<file path="config.mk">
export PLATFORM = sky130hd
export DESIGN_NAME = load_access_unit
export DESIGN_NICKNAME = d
export VERILOG_FILES = /design/src/rtl/load_access_unit.sv
export SDC_FILE = /design/constraint.sdc
export NUM_CORES = 1
export LEC_CHECK = 0
export BUFFER_PORTS_ARGS = -buffer_cell sky130_fd_sc_hd__buf_2
export CAP_MARGIN = 20
export CORE_MARGIN = 1
export CORE_UTILIZATION = 46
export DETAILED_ROUTE_END_ITERATION = 10
export PLACE_DENSITY_LB_ADDON = 0.3
export SLEW_MARGIN = 20
export SYNTH_ARGS = -nofsm -noshare
export SYNTH_HDL_FRONTEND = slang
export SYNTH_SLANG_ARGS = --single-unit
</file>
<file path="constraint.sdc">
create_clock -name clk -period 1.6 [get_ports clk]
set_clock_uncertainty 0.15 [all_clocks]
set_input_delay 0.08 -clock clk [delete_from_list [all_inputs] [get_ports clk]]
set_output_delay 0.08 -clock clk [all_outputs]
set_load 0.02 [all_outputs]
</file>
<file path="src/rtl/load_access_unit.sv">
// Multicycle load path: issues a memory read, waits a fixed latency, then
// extracts and sign/zero-extends a byte, halfword or word with a done pulse.
module load_access_unit #(
  parameter int MEM_LATENCY = 1,
  parameter int DATA_W      = 32
) (
  input  logic              clk,
  input  logic              reset_n,
  input  logic              start,
  input  logic [1:0]        load_size_control,
  input  logic              load_unsigned,
  input  logic [DATA_W-1:0] address,
  input  logic [DATA_W-1:0] mem_data_in,
  output logic [DATA_W-1:0] mem_address,
  output logic              mem_read,
  output logic              busy,
  output logic              done,
  output logic              misaligned_error,
  output logic [DATA_W-1:0] load_size_out
);

  typedef enum logic [2:0] {
    S_IDLE, S_WAIT, S_CAPTURE, S_DONE, S_ERR
  } state_t;

  localparam logic [3:0] CNT_INIT = 4'(MEM_LATENCY - 1);

  state_t            state_reg, state_next;
  logic [3:0]        counter_reg, counter_next;
  logic [1:0]        size_reg, size_next;
  logic              uns_reg, uns_next;
  logic [DATA_W-1:0] mdr_reg, mdr_next;
  logic [DATA_W-1:0] mem_address_reg, mem_address_next;
  logic              mem_read_reg, mem_read_next;
  logic              done_reg, done_next;
  logic              err_reg, err_next;
  logic [DATA_W-1:0] result_reg, result_next;
  logic              bad_request;
  logic [DATA_W-1:0] extended;

  assign bad_request = (load_size_control == 2'b11) ||
                       (load_size_control == 2'b01 && address[0]) ||
                       (load_size_control == 2'b10 && address[1:0] != 2'b00);

  // Lane is always the low bits of the word, mirroring the store merge.
  always_comb begin
    case (size_reg)
      2'b00:   extended = {{24{mdr_reg[7] & ~uns_reg}}, mdr_reg[7:0]};
      2'b01:   extended = {{16{mdr_reg[15] & ~uns_reg}}, mdr_reg[15:0]};
      default: extended = mdr_reg;
    endcase
  end

  always_ff @(posedge clk or negedge reset_n) begin
    if (!reset_n) begin
      state_reg       <= S_IDLE;
      counter_reg     <= 4'd0;
      size_reg        <= 2'b00;
      uns_reg         <= 1'b0;
      mdr_reg         <= '0;
      mem_address_reg <= '0;
      mem_read_reg    <= 1'b0;
      done_reg        <= 1'b0;
      err_reg         <= 1'b0;
      result_reg      <= '0;
    end else begin
      state_reg       <= state_next;
      counter_reg     <= counter_next;
      size_reg        <= size_next;
      uns_reg         <= uns_next;
      mdr_reg         <= mdr_next;
      mem_address_reg <= mem_address_next;
      mem_read_reg    <= mem_read_next;
      done_reg        <= done_next;
      err_reg         <= err_next;
      result_reg      <= result_next;
    end
  end

  always_comb begin
    state_next = state_reg;
    case (state_reg)
      S_IDLE:    if (start) state_next = bad_request ? S_ERR : S_WAIT;
      S_WAIT:    if (counter_reg == 4'd0) state_next = S_CAPTURE;
      S_CAPTURE: state_next = S_DONE;
      S_DONE:    state_next = S_IDLE;
      S_ERR:     state_next = S_IDLE;
      default:   state_next = S_IDLE;
    endcase
  end

  // Registered outputs: each state's action lands on the edge that leaves it.
  always_comb begin
    counter_next     = counter_reg;
    size_next        = size_reg;
    uns_next         = uns_reg;
    mdr_next         = mdr_reg;
    mem_address_next = mem_address_reg;
    mem_read_next    = 1'b0;
    done_next        = 1'b0;
    err_next         = 1'b0;
    result_next      = result_reg;
    case (state_reg)
      S_IDLE: begin
        if (start && !bad_request) begin
          size_next        = load_size_control;
          uns_next         = load_unsigned;
          mem_address_next = address;
          counter_next     = CNT_INIT;
          mem_read_next    = 1'b1;
        end
      end
      S_WAIT: begin
        mem_read_next = 1'b1;
        if (counter_reg == 4'd0) mdr_next = mem_data_in;
        else                     counter_next = counter_reg - 4'd1;
      end
      S_CAPTURE: result_next = extended;
      S_DONE:    done_next = 1'b1;
      S_ERR: begin
        done_next = 1'b1;
        err_next  = 1'b1;
      end
      default: ;
    endcase
  end

  assign mem_address      = mem_address_reg;
  assign mem_read         = mem_read_reg;
  assign busy             = (state_reg != S_IDLE);
  assign done             = done_reg;
  assign misaligned_error = err_reg;
  assign load_size_out    = result_reg;

endmodule

</file>
==> results of run 1 <==
-- synthesized netlist by cell type --
cell and count:
mux2_2 69, nor3_1 2, nor2_2 1, buf_4 1, or3b_2 1, clkbuf_1 4, nand2b_1 1, o32ai_1 1
nand2_1 4, buf_6 3, or2_2 1, o21bai_1 1, nor3_2 1, nor3b_1 2, nor2b_1 1, o311ai_0 1
inv_1 4, nor2_1 27, nor3b_2 1, mux2_4 6, nand3_1 4, a31oi_1 8, or4b_1 1, buf_2 15
a21oi_1 38, nor4_1 1, dfrtp_1 109, o21ai_2 1, a21boi_2 1, ha_1 2, mux2i_1 1, o21ai_0 9
nor4b_4 1, nand3b_1 1, or3_1 1
-- layout make-up --
cell class                      instances  area share
Inverter                                4    0.002263
Timing Repair Buffer                  250      0.2874
Clock inverter                          5    0.008865
Tap cell                              129     0.02433
Clock buffer                           10     0.02075
Multi-Input combinational cell        189      0.2446
Sequential cell                       109      0.4117
-- path summary, 6_finish.rpt --
kind	startpoint	to	slack (ns)	cells past startpoint
max	state_reg[1]	mem_address[19]	-0.15	4
max in group asynchronous	reset_n	load_size_out[24]	0.53	3
max reg2reg	state_reg[1]	mem_address[19]	-0.15	4
min reg2reg	mdr_reg[4]	load_size_out[4]	0.35	1
min	reset_n	load_size_out[25]	0.11	3
min in group clk	load_size_control[0]	state_reg[2]	0.17	4
-- report_power, final --
group	switching [uW]	internal [uW]
Sequential	800	4150
Clock	921	762
Combinational	3310	3170
-- through the flow --
stage / util / instances / area (sq um) / total power [uW]
after CTS: 0.6971 / 687 / 6441 / 12600
after global placement: 0.5850 / 596 / 5405 / 10260
after floorplan: - / 325 / 4413 / 8548
after detailed placement: 0.5850 / 596 / 5405 / 10480
after global routing: 0.7179 / 696 / 6634 / 13850
final: 0.7179 / 696 / 6634 / 13120
-- placed cells by master (no fill, tap or decap), drive strengths merged, types with 4 or more instances in the layout --
master / instances
dlygate4sd3: 70
buf: 178
clkbuf: 12
a31oi: 8
nand2: 4
mux2: 75
o21ai: 10
nor2: 28
inv: 5
a21oi: 38
dfrtp: 109
nand3: 4
-- logic make-up after synthesis --
group,after synthesis
muxes,76
and+or+nand+nor,51
adders and majority gates,2
buffers and inverters,27
DFF,109
AOI/OAI and AO/OA,60
-- metal layers --
metal,global-route usage,routed length [microns],vias to the layer above,part of all wire
met1,0.2850,4842,1685,0.43
met5,0,0,-,0
li1,-,-,1619,-
met3,0.05130,514,14,0.046
met4,0.06109,142,0,0.013
met2,0.3894,5750,122,0.51
-- repair_timing --
action	4_1_cts	5_1_grt
gates resized for setup	18	13
pin swaps	2	11
hold buffers	70	0
endpoints found under the hold margin	178	0
buffers inserted	4	8
setup endpoints to repair	96	104
gates cloned	2	2
-- critical path, cell delays in order, from the launching register on --
cell and delay [ns]:
dfrtp_2 0.49, nor4b_4 0.36, o21ai_4 0.15, buf_12 0.18, mux2_4 0.30
==> results.md, run 1 <==
* Outcome: finished with violations
* Failing checks: negative setup slack
* Die X at about 100 microns
* TritonCTS clock tree: yes
* Fin crit period at 1.752 ns
* F_max at 570.6 MHz
* Final nets at about 640
* Number of global-route vias before repair at 3520
* Mapped Cells at 325
* Maximum vdd drop at 0.8878 mV
* Pre-CTS WS at -0.1899 ns
* 1st-iter DRT viols at 103
* Post-synthesis instance area at roughly 0.0044 sq mm
* Wirelength, routed at 11250 microns
* Synth top area cells: dfrtp_1, mux2_2, a21oi_1, nor2_1, mux2_4
* Via density at 4.943
* Hold WC Path Type: in -> async
* Max-slew violations at 0
* Clock latency on the worst-skew pair at 0.35 ns
* H-tree levels at 3
* Area Overhead vs Synth at 51.53%
* Die area at 0.009911 sq mm
* Worst Path Arrival at 1.85 ns
* Synth Area in Simple Gates at 0.06202
* Clock Sinks at 109
* Post-layout worst setup margin at -0.1524 ns
* Max_cap viols at 0
* Syn_area_per_cell at 13.47 sq um
* Leakage at 0.003113 uW
* ANT cells at 0
* Crit path launch type: flip-flop
* Compound-Gate Fraction of Synth Area at 0.07545
* Fillers at 626
* Largest family of logic cells by synthesized area: multiplexers
* Tcrit/Tclk final at 1.095
* Clk slew on worst S/H paths at roughly 0.10 ns
* # port buffers at 137
* CTS Buffer Depth at 2
* Post-synth top area share at 0.6230
* Setup violators final at 72
* Wire per inst at 16.16 microns
* Reg area at 0.002731 sq mm
* Register area share after synthesis at 0.6230
* Core ar. at 0.009240 sq mm
* GRT Total Usage at 0.2250
* Post-synthesis cell type count at 35
* Via count at approximately 3400
* Cts bufs inserted at 9
* Die height at ~100 microns
* Hold Slack at approximately 0.11 ns
* Ports at 138
* Multi-input logic area at between 0.0015 and 0.002 sq mm
* Largest net degree at the start of global routing at just over 50
* Req. time, crit path at 1.69 ns
* Multiplexer share of the synthesized area at 0.2003
* Syn nets at roughly 400
* Synth warn at 0
* GPL Wtd Cong at 0.7801
* Post-Synth XOR/XNOR Area at 0
* Adder-cell area share of the yosys netlist at 0.005716
* Row count at 35
* Crit path max fanout at 12
* Post-DP HPWL at 6578 microns
* Post-DRT Antenna Nets at 0
* Initial cell density of the core at 0.4738
* DRC errors left at 0
* Pwr dens at a little under 2000 mW/mm^2
* Clock root buffer: clkbuf_8
* Grt total ovfl at 0
* Layout cells sized above 1 at 0.5203
* Hold Vio Cnt, Final at 0
* First-pass GRT wire length at about 17000 microns
* Critical path class: reg -> reg
* Pre-antenna DRT Iters at 4
* Crit end category: flip-flop
* Setup Total Neg Slack at -8.373 ns
* RSZ-0062 raised after global routing: true
* Initial antenna violation count at 0
* Relative slew slack at 0.7332
* Slew at the pin closest to its max-slew limit at 0.3972 ns
* Synth area leader: dfrtp_1
* Number of synthesized register bits at 109
No activity file was read; power rests on OpenSTA's default activity.
==> run 2, diff against run 1 <==
- PLACE_DENSITY_LB_ADDON: 0.3 -> 0.25
==> run 2 against run 1 <==
Against the previous run:
- the flow still finishes with violations (negative setup slack)
- sequential share of layout area down 0.75 points
- combinational power about the same
- worst hold slack got worse by 0.032 ns
- clock-buffer cell count rose by 1
- first-iteration DRC count shrank 4.9%
- critical path depth is 1 higher
- total power grew 0.45%
- utilization rose by 1.3 points
- wire length shrank 4.5%
- cell count stayed put
- largest cell class unchanged
==> results.md, run 2 (same netlist as run 1, synthesis figures left out) <==
* Outcome: finished with violations
* Failing checks: negative setup slack
* Hold Vio Cnt, Final at 0 (unchanged)
* Relative slew slack at 0.6585 (-0.07469)
* Post-layout worst setup margin at -0.09919 ns (+0.05322 ns)
* Wire per inst at 15.43 microns (-4.5%)
* Largest net degree at the start of global routing at 38 (-25%)
* Via count at 3422 (-0.52%)
* Ports at 138 (unchanged)
* GRT Total Usage at 0.2184 (-0.006636)
* Cts bufs inserted at 9 (unchanged)
* Pre-CTS WS at -0.1139 ns (+0.07603 ns)
* Crit path max fanout at 8 (-4)
* Setup violators final at 96 (+33%)
* Maximum vdd drop at 1.291 mV (+45%)
* RSZ-0062 raised after global routing: true
* Die height at 99.56 microns (unchanged)
* DRC errors left at 0 (unchanged)
* Clock root buffer: clkbuf_8
* Tcrit/Tclk final at 1.062 (-0.03326)
* Row count at 35 (unchanged)
* Gr busiest metal: met2
* Worst Setup EP: load_size_out[7]
* Hold WC Path Type: in -> async
* Critical path class: reg -> reg
* Pwr dens at 1951 mW/mm^2 (-1.3%)
* Hold Slack at 0.07986 ns (-0.03235 ns)
* Ordered list of cells on the worst path: buf_6 -> buf_4 -> nor2_4 -> clkbuf_16 -> mux2_4
* R2R Setup Slk at -0.1 ns (+0.05 ns)
* Crit end category: flip-flop
* CP peak stage delay at 0.46 ns (-0.03 ns)
* Die area at 0.009911 sq mm (unchanged)
* CP bufs+invs at 3 (+2)
* Final nets at 634 (-0.16%)
* Initial cell density of the core at 0.4738 (unchanged)
* CTS Buffer Depth at 2 (unchanged)
* Clock latency on the worst-skew pair at 0.36 ns (about the same)
* Clock Sinks at 109 (unchanged)
* Grt total ovfl at 0 (unchanged)
* FF-to-FF path depth at 5 (+1)
* Post-DP HPWL at 6567 microns (-0.17%)
* Max stage delay cell, worst path: dfrtp_2
* Post-DRT Antenna Nets at 0 (unchanged)
* Fin crit period at 1.699 ns (-0.05322 ns)
* Leakage at 0.003167 uW (+1.7%)
* GR Util met3 at 0.06184 (+0.01054)
* ANT cells at 0 (unchanged)
* Pre-antenna DRT Iters at 4 (unchanged)
* Most frequent cells in the layout: buf_2, dfrtp_1, dlygate4sd3_1, mux2_2, a21oi_1
* Max_cap viols at 0 (unchanged)
* Area Overhead vs Synth at 54.27%
* Slew at the pin closest to its max-slew limit at 0.5123 ns (+0.1151 ns)
* Clk slew on worst S/H paths at 0.10 ns (about the same)
* Layout cells sized above 1 at 0.5309 (+0.01058)
* Core ar. at 0.009240 sq mm (unchanged)
* H-tree levels at 3 (unchanged)
* Reg2reg end: load_size_out[7]
* Crit path from: state_reg[2]
* First-pass GRT wire length at 16860 microns (-2.0%)
* Crit path launch type: flip-flop
* Via density at 4.917 (-0.52%)
* M2 GR Usage at 0.3873 (-0.002137)
* Power, Total at 13180 uW (+0.45%)
* GPL Wtd Cong at 0.7291 (-6.5%)
* # port buffers at 137 (unchanged)
* 1st-iter DRT viols at 98 (-4.9%)
* TritonCTS clock tree: yes
* Placement Cell Area at 0.005405 sq mm (unchanged)
* Req. time, crit path at 1.70 ns (about the same)
* Finished layout cell area at 0.006754 sq mm (+1.8%)
* Delay-heaviest family, CP: buffers and inverters
* F_max at 588.5 MHz (+3.1%)
* Initial antenna violation count at 0 (unchanged)
* Worst Path Arrival at 1.80 ns (-0.05 ns)
* Max-slew violations at 0 (unchanged)
* GR Util met1 at 0.2604 (-0.02466)
* Commonest non-fill, non-tap cell in the layout: buf_2
* Worst r2r src: state_reg[2]
* WP depth at 5 (+1)
* Die X at 99.56 microns (unchanged)
* Number of global-route vias before repair at 3535 (+0.43%)
* Wirelength, routed at 10740 microns (-4.5%)
run 2: power breakdown:
| group | switching [uW] | total (uW) | internal, uW | leakage (uW) |
|---|---|---|---|---|
| registers | 777 | 4930 | 4150 | 0.00128 |
| clock network | 923 | 1750 | 827 | 0.000111 |
| logic | 3270 | 6500 | 3230 | 0.00177 |
| total | 4970 | 13200 | 8210 | 0.00317 |
run 2: per-layer routing:
| layer | up-vias | wire [microns] |
|---|---|---|
| li1 | 1611 | - |
| met1 | 1682 | 4376 |
| met2 | 114 | 5609 |
| met3 | 15 | 593 |
| met4 | 0 | 160 |
| met5 | - | 0 |
run 2: layout make-up:
class,count,area [sq um]
fillers,627,2486
multi-input cells,189,1634
clock buffers,11,151.4
inverters,4,15.01
clock inverters,5,65.06
flip-flops and latches,109,2730
well taps,129,161.4
repair buffers,249,1997
run 2: worst min-delay path by stage:
stage	start	endpoint	slack, ns	depth (start not counted)
after detailed placement	reset_n	load_size_out[23]	-0.06	1
after global routing	reset_n	load_size_out[23]	0.11	2
after CTS	reset_n	load_size_out[23]	0.07	2
after floorplan	reset_n	counter_reg[0]	-0.37	0
after global placement	reset_n	load_size_out[23]	-0.07	1
final	reset_n	load_size_out[23]	0.08	2
run 2: per-stage QoR:
stage | instances | TNS, ns | util
2_1_floorplan | 325 | -3.613 | -
3_3_place_gp | 596 | -2.910 | 0.5850
3_5_place_dp | 596 | -5.369 | 0.5850
4_1_cts | 687 | -3.117 | 0.6979
5_1_grt | 696 | -9.852 | 0.7309
6_report | 696 | -4.353 | 0.7309
run 2: repair_timing:
action | in CTS | in global routing
gates cloned | 1 | 8
setup buffers | 5 | 2
hold buffers | 69 | 0
pin swaps | 1 | 1
setup endpoints to repair | 97 | 93
endpoints found under the hold margin | 178 | 0
gates resized for setup | 19 | 33
run 2: worst reg2reg max path, cell delays in order (launching register included):
cell,delay [ns]
dfrtp_2,0.46
buf_6,0.13
buf_4,0.13
nor2_4,0.21
clkbuf_16,0.23
mux2_4,0.30
